===== config.mk =====
export PLATFORM = sky130hd
export DESIGN_NAME = mem_port_arbiter
export DESIGN_NICKNAME = d
export VERILOG_FILES = /design/src/rtl/mem_port_arbiter.sv
export SDC_FILE = /design/constraint.sdc
export NUM_CORES = 1
export LEC_CHECK = 0
export CAP_MARGIN = 30
export CORE_AREA = 2 2 108 110
export CTS_CLUSTER_DIAMETER = 40
export DETAILED_ROUTE_END_ITERATION = 8
export DIE_AREA = 0 0 110 112
export SYNTH_ARGS = -nofsm -noshare
export SYNTH_HDL_FRONTEND = slang
export SYNTH_SLANG_ARGS = --single-unit

===== constraint.sdc =====
create_clock -name clk -period 1.9 [get_ports clk]
set_input_delay 0.19 -clock clk [delete_from_list [all_inputs] [get_ports clk]]
set_output_delay 0.19 -clock clk [all_outputs]
set_load 0.005 [all_outputs]

===== src/rtl/mem_port_arbiter.sv =====
// Arbiter sharing one single-ported unified memory between instruction fetch and the data stage.
// One transaction in flight; data side wins unless fetch has been starved STARVE_MAX times in a row.
module mem_port_arbiter #(
    parameter int ADDR_W     = 32,
    parameter int DATA_W     = 32,
    parameter int STARVE_MAX = 4
) (
    input  logic                clk,
    input  logic                rst_n,
    input  logic                if_req,
    input  logic [ADDR_W-1:0]   if_addr,
    input  logic                if_flush,
    output logic                if_gnt,
    output logic                if_valid,
    output logic [DATA_W-1:0]   if_rdata,
    input  logic                dm_req,
    input  logic                dm_we,
    input  logic [DATA_W/8-1:0] dm_be,
    input  logic [ADDR_W-1:0]   dm_addr,
    input  logic [DATA_W-1:0]   dm_wdata,
    output logic                dm_gnt,
    output logic                dm_valid,
    output logic [DATA_W-1:0]   dm_rdata,
    output logic                mem_req,
    output logic                mem_we,
    output logic [DATA_W/8-1:0] mem_be,
    output logic [ADDR_W-1:0]   mem_addr,
    output logic [DATA_W-1:0]   mem_wdata,
    input  logic                mem_rvalid,
    input  logic [DATA_W-1:0]   mem_rdata,
    output logic                busy
);

    localparam int         BE_W         = DATA_W / 8;
    localparam logic [3:0] STARVE_MAX_C = 4'(STARVE_MAX);

    typedef enum logic [1:0] {
        ST_IDLE   = 2'd0,
        ST_BUSY_I = 2'd1,
        ST_BUSY_D = 2'd2
    } state_t;

    state_t     state_r;
    state_t     state_nxt_s;
    logic [3:0] starve_cnt_r;
    logic [3:0] starve_cnt_nxt_s;
    logic       flush_pend_r;
    logic       flush_pend_nxt_s;
    logic       grant_d_s;
    logic       grant_i_s;

    // Grant selection in IDLE; grants are held off while reset is asserted
    always_comb begin
        grant_d_s = 1'b0;
        grant_i_s = 1'b0;
        if (rst_n && (state_r == ST_IDLE)) begin
            if (dm_req && !(if_req && (starve_cnt_r == STARVE_MAX_C))) begin
                grant_d_s = 1'b1;
            end else if (if_req) begin
                grant_i_s = 1'b1;
            end else begin
                grant_d_s = 1'b0;
            end
        end else begin
            grant_i_s = 1'b0;
        end
    end

    // Next-state, starvation counter and flush tracking
    always_comb begin
        state_nxt_s      = state_r;
        starve_cnt_nxt_s = starve_cnt_r;
        flush_pend_nxt_s = 1'b0;
        case (state_r)
            ST_IDLE: begin
                if (grant_d_s) begin
                    state_nxt_s = ST_BUSY_D;
                end else if (grant_i_s) begin
                    state_nxt_s = ST_BUSY_I;
                end else begin
                    state_nxt_s = ST_IDLE;
                end
            end
            ST_BUSY_I: begin
                if (mem_rvalid) begin
                    state_nxt_s = ST_IDLE;
                end else begin
                    flush_pend_nxt_s = flush_pend_r | if_flush;
                end
            end
            ST_BUSY_D: begin
                if (mem_rvalid) begin
                    state_nxt_s = ST_IDLE;
                end else begin
                    state_nxt_s = ST_BUSY_D;
                end
            end
            default: begin
                state_nxt_s = ST_IDLE;
            end
        endcase
        // A fetch only counts as starved while it is actually waiting
        if (grant_d_s && if_req) begin
            if (starve_cnt_r < STARVE_MAX_C) begin
                starve_cnt_nxt_s = starve_cnt_r + 4'd1;
            end else begin
                starve_cnt_nxt_s = STARVE_MAX_C;
            end
        end else if (grant_d_s || grant_i_s) begin
            starve_cnt_nxt_s = 4'd0;
        end else begin
            starve_cnt_nxt_s = starve_cnt_r;
        end
    end

    // State registers with synchronous active-low reset
    always_ff @(posedge clk) begin
        if (!rst_n) begin
            state_r      <= ST_IDLE;
            starve_cnt_r <= 4'd0;
            flush_pend_r <= 1'b0;
        end else begin
            state_r      <= state_nxt_s;
            starve_cnt_r <= starve_cnt_nxt_s;
            flush_pend_r <= flush_pend_nxt_s;
        end
    end

    // Memory-side request mux and pipeline-side handshake/response
    always_comb begin
        if_gnt    = grant_i_s;
        dm_gnt    = grant_d_s;
        mem_req   = grant_i_s | grant_d_s;
        mem_we    = 1'b0;
        mem_be    = {BE_W{1'b0}};
        mem_addr  = {ADDR_W{1'b0}};
        mem_wdata = {DATA_W{1'b0}};
        if (grant_d_s) begin
            mem_we    = dm_we;
            mem_be    = dm_be;
            mem_addr  = dm_addr;
            mem_wdata = dm_wdata;
        end else if (grant_i_s) begin
            mem_be    = {BE_W{1'b1}};
            mem_addr  = if_addr;
        end else begin
            mem_we    = 1'b0;
        end
        // Flush arriving together with completion must also kill the response
        if_valid = rst_n && (state_r == ST_BUSY_I) && mem_rvalid && !flush_pend_r && !if_flush;
        dm_valid = rst_n && (state_r == ST_BUSY_D) && mem_rvalid;
        if_rdata = if_valid ? mem_rdata : {DATA_W{1'b0}};
        dm_rdata = dm_valid ? mem_rdata : {DATA_W{1'b0}};
        busy     = (state_r != ST_IDLE);
    end

endmodule


### Yosys cells after proc, flatten, opt, wreduce, memory -nomap -nowiden

Index checks and enable logic that the tools add are counted.
Widths: inputs -> output; s select.

| operators by class | value |
|---|---|
| reductions and logical operators | 18 |
| magnitude comparators | 1 |
| muxes and demuxes | 21 |
| bitwise gates (word level) | 4 |
| eq/ne operators | 4 |
| add/subtract/negate cells | 1 |

Operators with widths:

| kind | count |
|---|---|
| $mux 32 | 5 |
| $mux 4 | 5 |
| $logic_and 1x1->1 | 10 |
| $mux 1 | 7 |
| $mux 2 | 3 |
| $pmux 2 s3 | 1 |
| $add 4x1->4 const B | 1 |
| $eq 4x3->1 const B | 1 |
| $lt 4x3->1 const B | 1 |
| $reduce_bool 2->1 | 2 |
| $logic_not 1->1 | 3 |
| $reduce_or 3->1 | 1 |
| $eq 2x1->1 const B | 1 |
| $eq 2x2->1 const B | 1 |
| $logic_not 2->1 | 1 |
| $ne 2x2->1 const B | 1 |
| $not 1->1 | 2 |
| $or 1x1->1 | 2 |
| $logic_or 1x1->1 | 1 |

| storage, ports and cells | value |
|---|---|
| word-level logic and storage cells | 52 |
| bits of input ports | 139 |
| output and inout bits | 139 |
| flip-flop bits (word level) | 7 |

### Logic depth before layout (Yosys ltp)

Gate-level depths: netlist of the first run.

| depth | value |
|---|---|
| depth in word-level cells | 9 |
| gate-level depth with buffers | 7 |
| mapped depth without buffers | 5 |

### Least setup slack after synthesis of the first run

No wires, ideal clock.

| timing path | value |
|---|---|
| kind | flip-flop to output port |
| start point | register starve_cnt_r[0] |
| end point | output mem_wdata[22] |
| slack | 0.241 ns |
| buffers on the path | 2 |
| stages on the path, launching flop included | 8 |
| required time | 1.710 ns |
| arrival time | 1.469 ns |
| path through | dfxtp_1 -> inv_1 -> ha_1 -> and4b_1 -> buf_2 -> nor3_4 -> buf_6 -> and2_1 |

| between the ends | value |
|---|---|
| cells in the longest elaborated chain, start to end | 7 |

Ends and longest elaborated chain:

| what | RTL line | source |
|---|---|---|
| from (decl) | 45 | `logic [3:0] starve_cnt_r;` |
| from (signal assigned) | 124 | `starve_cnt_r <= starve_cnt_nxt_s;` |
| $eq 4x3->1 | 57 | `if (dm_req && !(if_req && (starve_cnt_r == STARVE_MAX_C))) begin` |
| $logic_and 1x1->1 | 57 |  |
| $logic_not 1->1 | 57 |  |
| $logic_and 1x1->1 | 57 |  |
| $mux 1 | 57 |  |
| $mux 1 | 56 | `if (rst_n && (state_r == ST_IDLE)) begin` |
| net dm_gnt | 21 | `output logic dm_gnt,` |
| $mux 32 | 138 | `if (grant_d_s) begin` |
| to (decl) | 28 | `output logic [DATA_W-1:0] mem_wdata,` |

The timed path passes the listed nets, and every way through them passes these cells.

### Final worst setup path of the first run

| timing path | value |
|---|---|
| start point | register starve_cnt_r[1] |
| end point | output mem_wdata[4] |

| between the ends | value |
|---|---|
| cells in the longest elaborated chain, start to end | 7 |

Ends and longest elaborated chain:

| what | RTL line |
|---|---|
| $eq 4x3->1 | 57 |
| $logic_and 1x1->1 | 57 |
| $logic_not 1->1 | 57 |
| $logic_and 1x1->1 | 57 |
| $mux 1 | 57 |
| $mux 1 | 56 |
| $mux 32 | 138 |

No other way between the ends.

==> results.cfg, run 1 <==
[global_routing]
grt_overflow = 0
grt_antenna_before_repair = 1
first_global_vias = 3569
grt_pass1_wl_um = 18800
grt_max_degree = 34
grt.total_usage_pct = 19.59

[worst_setup_path]
crit_required_ns = 1.71
end_kind = output port
path_class = reg2out
cp-start-kind = flip-flop
cp.arrival_ns = 1.92
cp_max_fo = 8

[timing]
slew_viol_final = 0
slew_headroom_pct = 80.65
setup_ws_ns = -0.2123
rsz0062_at_grt = yes
holdWs_ns = 0.4673
final-hold-violation-count = 0
setup_violations = 59
worst_slew_pin_slew_ns = 0.2903
finalCritPeriodShare_pct = 111.2
fin_skew_ns = 0.002742
fmax_mhz = 473.4
fin_crit_ns = 2.112

[drt]
wire_per_inst_um = 18.08
viasPerCell = 4.601
drt-total-wl_um = 13360
drt_iter0_markers = 155
antenna_left = 0
route.vias.total = 3400
dr.pass1.iters = 4
drc = 0

[die]
rows = 39
floorplan.initialDensity_pct = 15.63
core_um2 = 11170
pin_count = 278
die_h_um = 112
die_w_um = 110
dieArea_um2 = 12320

[clock_network]
cts_buffers = 3
cts-root-buf = clkbuf_16
cts_tree = built
cts.clk_slew.worst_paths_ns = 0.04
clock-sinks = 7
clk_latency_ns = 0.23
holdBufCountCts = 0
cts_buffer_depth = 2
htreeDepth = 1

[placed_design]
place.gp.congestion = 0.8004
numPortBuffers = 277
place_hpwl_um = 9525
placed_area_um2 = 4845

[final_layout]
design_area_um2 = 5524
nets = 737
area_growth_pct = 216.3
drive_above_1_share_pct = 35.97
fin_util_pct = 49.43

[logic_synthesis]
yosysMostFrequentCell = and2_1
yosys-top-cells-area = and2_1 35%, o211ai_1 14%, a21oi_1 9.7%, nand3_1 9.5%, dfxtp_1 8.0%
synth_top_family_by_area = simple AND/OR/NAND/NOR gates
synth_seq_cells = 7
synthTopCellsByCount = 97 x and2_1, 34 x a21oi_1, 33 x nand3_1, 32 x o211ai_1, 22 x clkbuf_1
ys.flop_type = dfxtp_1
avgSynthCellArea_um2 = 6.352
yosysWarnings = 0
synth_area_leader_cell = and2_1
synth_seq_area_share_pct = 8.023
synth_cells = 275
synth_cell_types = 31
synth.area.mux_share_pct = 0
synth_edf_count = 0
yosys.area_share.simple_pct = 53.94
synth_compound_area_share_pct = 27.08
synthArstFlopShare_pct = 0
synth_nets = 416
synth_xor_area_share_pct = 0
yosysTopAreaCellShare_pct = 34.74
synth_adder_area_share_pct = 1.433
netlist_area_um2 = 1747

[run_status]
violations = negative setup slack
status = complete, but fails checks

[power_and_ir_drop]
pwr-share-clk_pct = 25.6
p_seq_share_pct = 11.2
power.density_cell_area_nw_per_um2 = 255.5
netSwitchingFraction_pct = 27.69
leakage_nw = 2.594
combPwrFrac_pct = 63.2
p_sw_uw = 390.8
ir_worst_vdd_uv = 223.2
internal_power_mw = 1.020

[worst_hold_path]
holdCritPathClass = in2reg

[run]
drv_cap = 0
power groups by stage:
| stage | clock network (mW) | registers [mW] | logic, mW |
|---|---|---|---|
| 6_report | 0.362 | 0.158 | 0.892 |
| 5_1_grt | 0.383 | 0.158 | 0.951 |
| 4_1_cts | 0.363 | 0.157 | 0.848 |
| 3_5_place_dp | 0 | 0.158 | 0.787 |
| 3_3_place_gp | 0 | 0.158 | 0.784 |
| 2_1_floorplan | 0 | 0.160 | 0.210 |
sequential cells by signal, indices dropped and copies added (netlist names):
name	count
state_r	2
starve_cnt_r	4
flush_pend_r	1
layout by cell type, fill, tap and decap left out, types with 17 or more instances in the layout:
master,instances
and2_4,35
buf_2,35
a21oi_1,33
clkdlybuf4s15_1,23
buf_4,26
and2_1,62
nand3_1,33
o211ai_1,32
dlygate4sd2_1,27
buf_6,56
clkdlybuf4s50_1,135
clkbuf_2,17
path summary, 6_finish.rpt:
check / startpoint / to / slack [ns] / depth (start not counted)
worst min register to register: flush_pend_r / flush_pend_r / 0.50 / 2
worst min-delay path: mem_rvalid / flush_pend_r / 0.47 / 3
worst max register to register: starve_cnt_r[1] / state_r[1] / 0.23 / 9
worst max-delay path: starve_cnt_r[1] / mem_wdata[4] / -0.21 / 10
routing by layer:
metal / wire length [um] / vias to the layer above / track usage (%)
met1: 4284 / 1566 / 18.72
met4: 418 / 0 / 6.329
met2: 7113 / 206 / 37.83
met3: 1544 / 24 / 6.850
li1: - / 1604 / -
met5: 0 / - / 0
cell families (layout without fill, tap and decap cells):
| kind of cell | after synthesis | in the layout |
|---|---|---|
| AND/OR/NAND/NOR | 155 | 155 |
| AO/OA/AOI/OAI | 75 | 75 |
| buffers and inverters | 36 | 356 |
| flip-flops | 7 | 7 |
| adder cells (fa/ha/maj) | 2 | 2 |
| other | 0 | 1 |
layout make-up:
cell class | count | area (um^2)
repair buffers | 348 | 3526
flip-flops and latches | 7 | 143.9
fillers | 1106 | 5650
clock buffers | 4 | 78.83
inverters | 4 | 15.01
diodes | 1 | 2.502
well taps | 143 | 178.9
multi-input cells | 232 | 1579
critical path: stages (launching register included):
cell and delay [ns]:
dfxtp_2 0.32, inv_2 0.04, ha_4 0.15, and4b_2 0.24, buf_6 0.13, nor3_4 0.19
buf_12 0.14, buf_12 0.12, buf_16 0.13, and2_4 0.14, buf_6 0.09
repair_timing:
action,in CTS,in global routing
gates resized for setup,422,113
setup endpoints to repair,138,101
buffers inserted,20,11
pin swaps,65,61
endpoints found under the hold margin,0,0
gates cloned,10,2
through the flow:
step / worst slack, ns / setup TNS (ns) / total power, mW / std cells
floorplan: 0.2410 / 0 / 0.3708 / 275
global placement: -0.5228 / -49.61 / 0.9415 / 692
detailed placement: -0.4758 / -47.69 / 0.9446 / 692
CTS: -0.2278 / -9.788 / 1.369 / 726
global route: -0.3046 / -13.27 / 1.492 / 739
finish: -0.2123 / -7.732 / 1.411 / 739
(Power assumes the default switching activity.)
==> inputs of run 2 (changes only) <==
--- a/constraint.sdc
+++ b/constraint.sdc
@@ -3,2 +3,2 @@
 set_output_delay 0.19 -clock clk [all_outputs]
-set_load 0.005 [all_outputs]
+set_load 0.01 [all_outputs]
==> run 2 against run 1 <==
- the run still ends with negative setup slack left
- die area unchanged
- design area fell by 7.2%
- non-clock buffer count down 17
- register-to-register slack improved by 0.12 ns
- global-route usage is 0.58 points lower
- first-iteration DRC count increased by 6.5%
- critical path type unchanged
==> results.cfg, run 2 (synthesis results as in run 1) <==
[final_layout]
nets = 720
drive_above_1_share_pct = 30.97
area_growth_pct = 193.6
final_cell_mix = 136 x clkdlybuf4s50_1, 80 x and2_1, 54 x dlygate4sd2_1
top_register = starve_cnt_r
mostFrequentLayoutCell = clkdlybuf4s50_1
top_regs = starve_cnt_r (4), state_r (2), flush_pend_r (1)
largest_reg_flops = 4

[clock_network]
cts_buffer_depth = 2
holdBufCountCts = 0
htreeDepth = 1
cts.clk_slew.worst_paths_ns = 0.04
cts_tree = built
cts-root-buf = clkbuf_16
cts_buffers = 3
clk_latency_ns = 0.23
clock-sinks = 7

[timing]
setup_ws_ns = -0.1434
finalCritPeriodShare_pct = 107.5
finalSetupTns_ns = -3.179
fin_skew_ns = 0.001678
slew_headroom_pct = 75.61
setup_violations = 38
rsz0062_at_grt = yes
fin_crit_ns = 2.043
final-hold-violation-count = 0
fmax_mhz = 489.4
slew_viol_final = 0
worst_slew_pin_slew_ns = 0.3659

[drt]
wire_per_inst_um = 17.98
wl_met1_um = 4433
antenna_left = 0
dr_wl_met3_um = 1486
route.vias.total = 3269
drc = 0
drt-total-wl_um = 12980
viasPerCell = 4.528
dr.pass1.iters = 6
maxUsedRoutingLayer = met4
drt_iter0_markers = 165
wl_met2_um = 6763

[die]
die_h_um = 112
dieArea_um2 = 12320
floorplan.initialDensity_pct = 15.63
rows = 39
pin_count = 278
die_w_um = 110
core_um2 = 11170

[worst_setup_path]
cp.arrival_ns = 1.85
path_cells = inv_2 > ha_4 > and4b_2 > buf_6 > nor3_4 > buf_6 > buf_16 > and2_4 > buf_6
cp-start-kind = flip-flop
crit_buf_inv = 5
cpMostUsedCell = buf_6
critPathTopFamily = buffers and inverters
end_kind = output port
cpPeakStageDelay_ns = 0.32
cp_max_fo = 8
crit_required_ns = 1.71
path_class = reg2out
slowest_stage = dfxtp_2

[global_routing]
grt_pass1_wl_um = 18050
first_global_vias = 3261
grt_overflow = 0
grt_max_degree = 34
grt_antenna_before_repair = 1
grt.total_usage_pct = 19.01

[power_and_ir_drop]
leakage_nw = 2.470
p_seq_share_pct = 11.6
p_sw_uw = 409.9
finalPower_mw = 1.354
power.density_cell_area_nw_per_um2 = 264.1
pwr-share-clk_pct = 26.5
netSwitchingFraction_pct = 30.28
internal_power_uw = 944.0
ir_worst_vdd_uv = 269.3
combPwrFrac_pct = 62.0

[run]
drv_cap = 0

[worst_hold_path]
holdCritPathClass = in2reg

[placed_design]
place_hpwl_um = 9639
numPortBuffers = 277
place.gp.congestion = 0.8147

[run_status]
status = complete, but fails checks
violations = negative setup slack
-- run 2: path summary, 6_finish.rpt --
check	from	endpoint	slack, ns	cells after the start
worst max-delay path	starve_cnt_r[0]	mem_wdata[23]	-0.14	9
worst max register to register	state_r[0]	starve_cnt_r[0]	0.35	5
worst min-delay path	mem_rvalid	flush_pend_r	0.47	3
worst min register to register	flush_pend_r	flush_pend_r	0.49	2
-- run 2: power groups by stage --
stage / sequential [mW] / combinational [mW] / clock, mW
floorplan: 0.160 / 0.250 / 0
global placement: 0.158 / 0.824 / 0
detailed placement: 0.158 / 0.830 / 0
CTS: 0.157 / 0.842 / 0.369
global route: 0.157 / 0.891 / 0.375
finish: 0.157 / 0.839 / 0.358
-- run 2: layout make-up --
cell class / instances / area [um^2]
Sequential cell: 7 / 142.6
Clock buffer: 4 / 78.83
Antenna cell: 1 / 2.502
Multi-Input combinational cell: 232 / 1553
Fill cell: 1176 / 6047
Inverter: 4 / 15.01
Tap cell: 143 / 178.9
Timing Repair Buffer: 331 / 3157
-- run 2: per-stage QoR --
stage | utilization (%) | cells | hold WS [ns] | setup slack [ns] | instance area, um^2
floorplan | - | 275 | 0.3266 | 0.1974 | 1747
global placement | 43.49 | 694 | 0.4558 | -0.5027 | 4860
detailed placement | 43.49 | 694 | 0.4759 | -0.4964 | 4860
CTS | 45.39 | 717 | 0.4701 | -0.1709 | 5072
global route | 45.89 | 722 | 0.5084 | -0.1932 | 5127
finish | 45.89 | 722 | 0.4690 | -0.1434 | 5127
-- run 2: layer usage --
metal	track usage, %	vias to the layer above
met5	0	-
met4	4.473	0
met3	5.621	16
met2	37.18	182
met1	19.08	1502
li1	-	1569
-- run 2: tightest hold or removal path, delay by kind of cell --
kind | cells | cell delay (ns)
buf+inv | 1 | 0.25
simple gates | 2 | 0.21
-- run 2: repair_timing --
item                       in CTS  in global routing
pin swaps                      30                 26
gates cloned                    8                  1
gates resized for setup       420                 48
setup endpoints to repair     138                 80
hold endpoints to repair        0                  0
setup buffers                  11                  5
==> inputs of run 3 (changes only) <==
MAX_ROUTING_LAYER = met4   (was default)
SLEW_MARGIN = 10   (was default)
==> run 3 against run 2 <==
- worst hold slack hardly changed
- global-route usage is 0.54 points higher
- final cell count stayed put
- power hardly changed
- clock skew hardly changed
- die area stayed put
- the flow still finishes with violations (negative setup slack)
- clock-buffer cell count stayed put
- sequential power hardly changed
==> results.cfg, run 3 (synthesis results as in run 1) <==
[die]
die_h_um = 112
die_w_um = 110
rows = 39
pin_count = 278
core_um2 = 11170
dieArea_um2 = 12320
floorplan.initialDensity_pct = 15.63

[global_routing]
first_global_vias = 3281
grt_pass1_wl_um = 18010
grt.total_usage_pct = 19.55
grt_overflow = 0
grt_max_degree = 34
grt_antenna_before_repair = 1

[final_layout]
drive_above_1_share_pct = 30.62
largest_reg_flops = 4
nets = 720
area_growth_pct = 194.1
mostFrequentLayoutCell = clkdlybuf4s50_1
fin_cells = 722
top_register = starve_cnt_r
top_regs = starve_cnt_r (4), state_r (2), flush_pend_r (1)
final_cell_mix = 136 x clkdlybuf4s50_1, 80 x and2_1, 54 x dlygate4sd2_1
fillerInstances = 1175

[worst_setup_path]
cp.arrival_ns = 1.85
cp-start-kind = flip-flop
reg2regPathDepth = 5
r2r-end = starve_cnt_r[0]
r2r_start = state_r[0]
path_class = reg2out
rrSetupSlack_ns = 0.35
end_kind = output port
cpPeakStageDelay_ns = 0.32
cpMostUsedCell = buf_6
path_cells = inv_2 > ha_4 > and4b_2 > buf_6 > nor3_4 > buf_6 > buf_16 > and2_4 > buf_6
crit_required_ns = 1.71
slowest_stage = dfxtp_2
cp_max_fo = 8

[clock_network]
htreeDepth = 1
clock-sinks = 7
holdBufCountCts = 0
cts_buffers = 3
cts-root-buf = clkbuf_16
clk_latency_ns = 0.23
cts_tree = built
cts.clk_slew.worst_paths_ns = 0.04
cts_buffer_depth = 2

[run_status]
violations = negative setup slack
status = complete, but fails checks

[timing]
slew_headroom_pct = 76.84
rsz0062_at_grt = yes
finalCritPeriodShare_pct = 107.5
worst_slew_pin_slew_ns = 0.3474
fin_crit_ns = 2.043
setup_violations = 38
finalSetupTns_ns = -3.093
fin_skew_ns = 0.001672
slew_viol_final = 0
fmax_mhz = 489.4
final-hold-violation-count = 0
setup_ws_ns = -0.1432

[run]
drv_cap = 0

[placed_design]
place_hpwl_um = 9639
numPortBuffers = 277
dp.cells = 694
pre_cts_ws_ns = -0.4964
place.gp.congestion = 0.8268

[worst_hold_path]
holdCritPathClass = in2reg
hold_end = flush_pend_r
hp-start = mem_rvalid
hold_depth = 3

[drt]
drc = 0
route.vias.total = 3268
drt_iter0_markers = 132
viasPerCell = 4.526
drt-total-wl_um = 12950
wire_per_inst_um = 17.94
dr.pass1.iters = 4
antenna_left = 0

[power_and_ir_drop]
leakage_nw = 2.470
power.density_cell_area_nw_per_um2 = 263.6
ir_worst_vdd_uv = 269.3
finalPower_mw = 1.354
==> run 3: worst max path at each step <==
stage | start | end
6_report | starve_cnt_r[0] | mem_wdata[23]
5_1_grt | starve_cnt_r[0] | mem_wdata[23]
4_1_cts | starve_cnt_r[1] | mem_we
3_5_place_dp | if_req | mem_wdata[1]
3_3_place_gp | if_req | mem_addr[31]
2_1_floorplan | starve_cnt_r[0] | mem_wdata[22]
==> run 3: what timing repair did <==
action                     CTS  global route
setup buffers               11             5
gates resized for setup    420            46
gates cloned                 8             1
setup endpoints to repair  138            80
pin swaps                   30            27
==> run 3: layer usage <==
layer | vias to the layer above | wire (um) | track usage [%]
met2 | 180 | 6849 | 37.26
li1 | 1571 | - | -
met4 | 0 | 235 | 4.473
met3 | 10 | 1198 | 3.747
met5 | - | 0 | -
met1 | 1507 | 4666 | 20.10
==> run 3: critical path: cells and delay by family, from the launching register on <==
kind,cells,cell delay [ns]
simple gates,3,0.57
buf+inv,5,0.57
fa+ha+maj,1,0.15
flops,1,0.32
==> run 3: cell type report <==
| cell class | count | area (um^2) | share of cell area (%) |
|---|---|---|---|
| inverter | 4 | 15.01 | 0.2923 |
| multi-input combinational | 232 | 1553 | 30.22 |
| clock buffer | 4 | 78.83 | 1.534 |
| tap | 143 | 178.9 | 3.483 |
| antenna | 1 | 2.502 | 0.04871 |
| timing repair buffer | 331 | 3167 | 61.64 |
| sequential | 7 | 142.6 | 2.776 |
==> run 3: report_power, final <==
group	switching (mW)	internal, mW
logic	0.328	0.511
clock network	0.0790	0.279
registers	0.00296	0.154
==> run 3: stage by stage <==
stage | cell area, um^2 | util, % | hold WS [ns]
after floorplan | 1747 | - | 0.3266
after global placement | 4860 | 43.49 | 0.4558
after detailed placement | 4860 | 43.49 | 0.4759
after CTS | 5072 | 45.39 | 0.4701
after global routing | 5137 | 45.97 | 0.5084
final | 5137 | 45.97 | 0.4689
